[config.mk]
export PLATFORM = sky130hd
export DESIGN_NAME = registro_pipe
export DESIGN_NICKNAME = d
export VERILOG_FILES = /design/src/rtl/registro_pipe.sv
export SDC_FILE = /design/constraint.sdc
export NUM_CORES = 1
export LEC_CHECK = 0
export ABC_AREA = 0
export CORE_ASPECT_RATIO = 1.2
export CORE_UTILIZATION = 51
export CTS_CLUSTER_DIAMETER = 50
export DETAILED_ROUTE_END_ITERATION = 8
export GPL_ROUTABILITY_DRIVEN = 1
export GPL_TIMING_DRIVEN = 0
export PLACE_DENSITY_LB_ADDON = 0.3
export SLEW_MARGIN = 20
export SYNTH_ARGS = -nofsm -noshare
export SYNTH_HDL_FRONTEND = slang
export SYNTH_SLANG_ARGS = --single-unit
export TNS_END_PERCENT = 5
[constraint.sdc]
create_clock -name clk -period 2.9 [get_ports clk]
set_clock_uncertainty 0.15 [all_clocks]
set_input_delay 0.29 -clock clk [delete_from_list [all_inputs] [get_ports clk]]
set_output_delay 0.29 -clock clk [all_outputs]
set_load 0.01 [all_outputs]
[src/rtl/registro_pipe.sv]
// registro_pipe: elastic register pipeline with valid/ready handshakes.
// Bubbles collapse forward; flush drops contents, reset restores RESET_VAL.
module registro_pipe #(
  parameter int N = 16,
  parameter int STAGES = 3,
  parameter logic [N-1:0] RESET_VAL = '0
) (
  input  logic                             clk,
  input  logic                             reset,
  input  logic                             flush,
  input  logic                             in_valid,
  output logic                             in_ready,
  input  logic [N-1:0]                     in_data,
  output logic                             out_valid,
  input  logic                             out_ready,
  output logic [N-1:0]                     out_data,
  output logic [$clog2(STAGES+1)-1:0]      occupancy
);

  localparam int OW = $clog2(STAGES + 1);

  logic [STAGES-1:0] v;
  logic [STAGES-1:0] adv;
  logic [STAGES-1:0] fill;
  logic [STAGES-1:0] v_nxt;
  logic [N-1:0]      d   [STAGES];
  logic [N-1:0]      din [STAGES];

  // Advance chain: a stage frees up when its successor is empty or moving.
  always_comb begin
    adv = '0;
    adv[STAGES-1] = out_ready;
    for (int k = STAGES - 2; k >= 0; k--) begin
      adv[k] = v[k] & (~v[k+1] | adv[k+1]);
    end
  end

  assign in_ready = ~reset & ~flush & (~v[0] | adv[0]);

  // Per-stage load strobes, incoming data and next valid bits.
  always_comb begin
    fill    = '0;
    fill[0] = in_valid & in_ready;
    din[0]  = in_data;
    for (int k = 1; k < STAGES; k++) begin
      fill[k] = adv[k-1];
      din[k]  = d[k-1];
    end
    v_nxt = (v & ~adv) | fill;
  end

  // Population count of the valid bits.
  always_comb begin
    occupancy = '0;
    for (int k = 0; k < STAGES; k++) begin
      occupancy = occupancy + OW'(v[k]);
    end
  end

  // State update; data registers only move when a word is loaded.
  always_ff @(posedge clk) begin
    if (reset) begin
      v <= '0;
      for (int k = 0; k < STAGES; k++) begin
        d[k] <= RESET_VAL;
      end
    end else begin
      v <= flush ? '0 : v_nxt;
      for (int k = 0; k < STAGES; k++) begin
        if (fill[k] & ~flush) begin
          d[k] <= din[k];
        end
      end
    end
  end

  assign out_valid = v[STAGES-1];
  assign out_data  = d[STAGES-1];

endmodule
==> metrics.md <==
| Metric | Value |
|---|---|
| Crit path max-delay family | `buffers and inverters` |
| Post-synthesis area per instance | `14.70 um2` |
| Layout cells sized above 1 | `18.13%` |
| HP Class | `flop to flop` |
| First-pass GRT wire length | `5423 um` |
| Global Route Usage Sum | `between 10% and 20%` |
| Area leader, netlist | `edfxtp_1` |
| Hold_buf cts | `0` |
| Routability cong. | `0.7406` |
| CP Buf/Inv Count | `1` |
| Drt pass-1 iters | `4` |
| Top-area cell type share of the netlist area | `around 68%` |
| Largest family of logic cells by synthesized area | `simple AND/OR/NAND/NOR gates` |
| Area contributors post-synth | `edfxtp_1, and3_1, buf_4` |
| Layout Nets | `roughly 210` |
| Finish-stage setup viols | `0` |
| PostCTS Resize Cnt | `0` |
| Placed inst area | `0.002604 mm2` |
| IO Pins | `41` |
| Max transition margin | `47.67%` |
| Core footprint | `between 0.003 and 0.004 mm2` |
| Vias in the first global route | `between 1,000 and 1,500` |
| P per Cell Area | `569.7 mW/mm2` |
| WHS Path Cells | `1` |
| DR WL/cell | `between 10 and 15 um` |
| Slew Limit Fails | `0` |
| Post-Syn Nets | `167` |
| CP Class | `flop to output pin` |
| Inserted Clock Buffers | `5` |
| CTS tree | `yes` |
| Height of the die | `72.83 um` |
| FF-to-FF setup slack | `0.98 ns` |
| Tmin final | `2.230 ns` |
| DRT iter0 DRCs | `28` |
| Most frequent cells in the layout | `and3_1, edfxtp_1, clkdlybuf4s50_1` |
| Period utilization | `76.91%` |
| Worst EP arrival | `1.79 ns` |
| XOR/XNOR Fraction of Synth Area | `0%` |
| Clk_lat worst skew | `0.30 ns` |
| Largest net degree at the start of global routing | `17` |
| Total wire length | `3252 um` |
| Clock slew at reported path FFs | `0.09 ns` |
| Mapped Area | `~0.0021 mm2` |
| Hold path endpoint | `d[0][46]$_SDFFCE_PN0P_` |
| Max capacitance violation total | `0` |
| H-tree Lvls | `2` |
| Slowest cell on crit path | `clkdlybuf4s50_1` |
| DIE AREA | `0.004444 mm2` |
| Crit path max fanout | `6` |
| CTS Buffer Depth | `2` |
| Yosys warning count | `0` |
| N_diodes | `0` |
| Dpl cells | `239` |
| Synthesis-stage register bit count | `51` |
| Number of vias per cell | `5.028` |
| Max stage delay on crit path | `between 0.5 and 0.6 ns` |
| CTS sink cnt | `~50` |
| Sequential-to-total area share from yosys stat | `70.42%` |
| FP Rows | `25` |
| CP Launch Type | `flop` |
| Setup bufs post-CTS | `0` |
| Grt ovf | `0` |
| P&R area growth vs syn | `28.34%` |
| Antenna viol nets, final | `0` |
| Min-delay src | `d[0][30]$_SDFFCE_PN0P_` |
| Sum Neg Setup Slack | `0 ns` |
| Initial Util | `a little over half` |
| Critical Path End Type | `output pin` |
| Initial antenna violation count | `0` |
| Leak pwr | `1.193 nW` |
| Critical path required time | `2.46 ns` |
| DP Wirelength | `approximately 2400 um` |
| Port Buf Inserts | `40` |
| Slew @ Worst Pin | `between 0.7 and 0.8 ns` |
| Adder-cell share of the synthesized area | `less than 1%` |
| Compound-cell area share of the yosys netlist | `a little over 3%` |
| Reg2reg start | `v[1]$_SDFF_PP0_` |
| Final instance area | `0.002736 mm2` |
| Cell chain of the critical path | `and2_4 -> and2_1 -> nor3_1 -> clkdlybuf4s50_1` |
| Total power draw | `0.001559 W` |
| Reg-to-reg endpoint | `d[0][12]$_SDFFCE_PN0P_` |
| Max Freq | `0.4484 GHz` |
| Outcome | `finished, final reports clean` |
| Max IR drop VDD | `395.0 uV` |
| Final Hold Fails | `0` |
| Non-filler cells, final | `247` |
| Via count | `1,242` |
| Clock Root Buffer | `clkbuf_8` |
| RSZ-0062 raised after global routing | `no` |
| Distinct cells, synth | `23` |
| R2R depth | `3` |
| Mux share of post-synthesis cell area | `0%` |
| Cells after Synth | `between 100 and 150` |
| Die width | `61.03 um` |
| # DRC | `0` |
| Post-Synth Simple-Gate Area | `16.67%` |
==> worst reg2reg max path: cells and delay by family, from the launching register on <==
kind,cells,cell delay [ns]
compound gates,1,0.65
flops,1,0.39
simple gates,2,0.36
==> where the power goes <==
| part | total, W | internal [W] | switching, W |
|---|---|---|---|
| Clock | 0.000564 | 0.000345 | 0.000219 |
| Combinational | 0.000138 | 0.0000787 | 0.0000596 |
| Sequential | 0.000856 | 0.000846 | 0.00000990 |
==> flip-flops by register name, indices dropped and copies added (netlist names) <==
register  cells
d            48
v             3
==> cells by family after synthesis <==
kind of cell | after synthesis
compound gates | 7
fa+ha+maj | 1
buf+inv | 28
flops | 51
simple gates | 58
==> layer usage <==
| metal | track usage [%] | share of wire, % | up-vias |
|---|---|---|---|
| met3 | 4.965 | 3.7 | 5 |
| met2 | 30.31 | 56 | 34 |
| met1 | 19.21 | 39 | 589 |
| met5 | 0 | 0 | - |
| met4 | 6.818 | 1.7 | 0 |
| li1 | - | - | 614 |
==> cells in the mapped netlist <==
cell type	number
and2_4	1
nor2_1	2
inv_1	1
and2_1	1
buf_6	3
a31o_2	2
fa_1	1
clkbuf_2	2
dfxtp_1	3
nand2_1	2
buf_4	16
a21boi_0	1
nand2b_1	1
a21oi_1	1
inv_2	1
and3_1	48
nor3_1	2
o22ai_4	1
edfxtp_1	48
o21bai_1	1
o21a_1	1
nor2b_2	1
clkbuf_1	5
==> layout make-up <==
cell class	instances	area (um2)
Clock inverter	2	60.06
Inverter	2	7.507
Timing Repair Buffer	40	400.4
Sequential cell	51	1501
Clock buffer	6	72.57
Multi-Input combinational cell	66	444.2
Fill cell	293	1236
Tap cell	54	67.56
Buffer	26	182.7
==> how the worst max path moves through the flow <==
stage	slack (ns)	from	depth (start not counted)	endpoint
2_1_floorplan	0.84	v[2]$_SDFF_PP0_	3	d[0][0]$_SDFFCE_PN0P_
3_3_place_gp	0.30	out_ready	4	d[0][11]$_SDFFCE_PN0P_
3_5_place_dp	0.64	out_ready	4	d[0][10]$_SDFFCE_PN0P_
4_1_cts	0.68	v[1]$_SDFF_PP0_	4	in_ready
5_1_grt	0.59	v[1]$_SDFF_PP0_	4	in_ready
6_report	0.67	v[1]$_SDFF_PP0_	4	in_ready
==> metrics by stage <==
step	util [%]	worst slack (ns)	hold slack, ns
floorplan	-	0.8364	0.2168
global placement	65.45	0.3010	0.3745
detailed placement	65.54	0.6443	0.3787
CTS	68.88	0.6769	0.4001
global route	68.88	0.5859	0.4185
finish	68.88	0.6697	0.3978
Note: power is estimated with default switching activity, not from simulation.
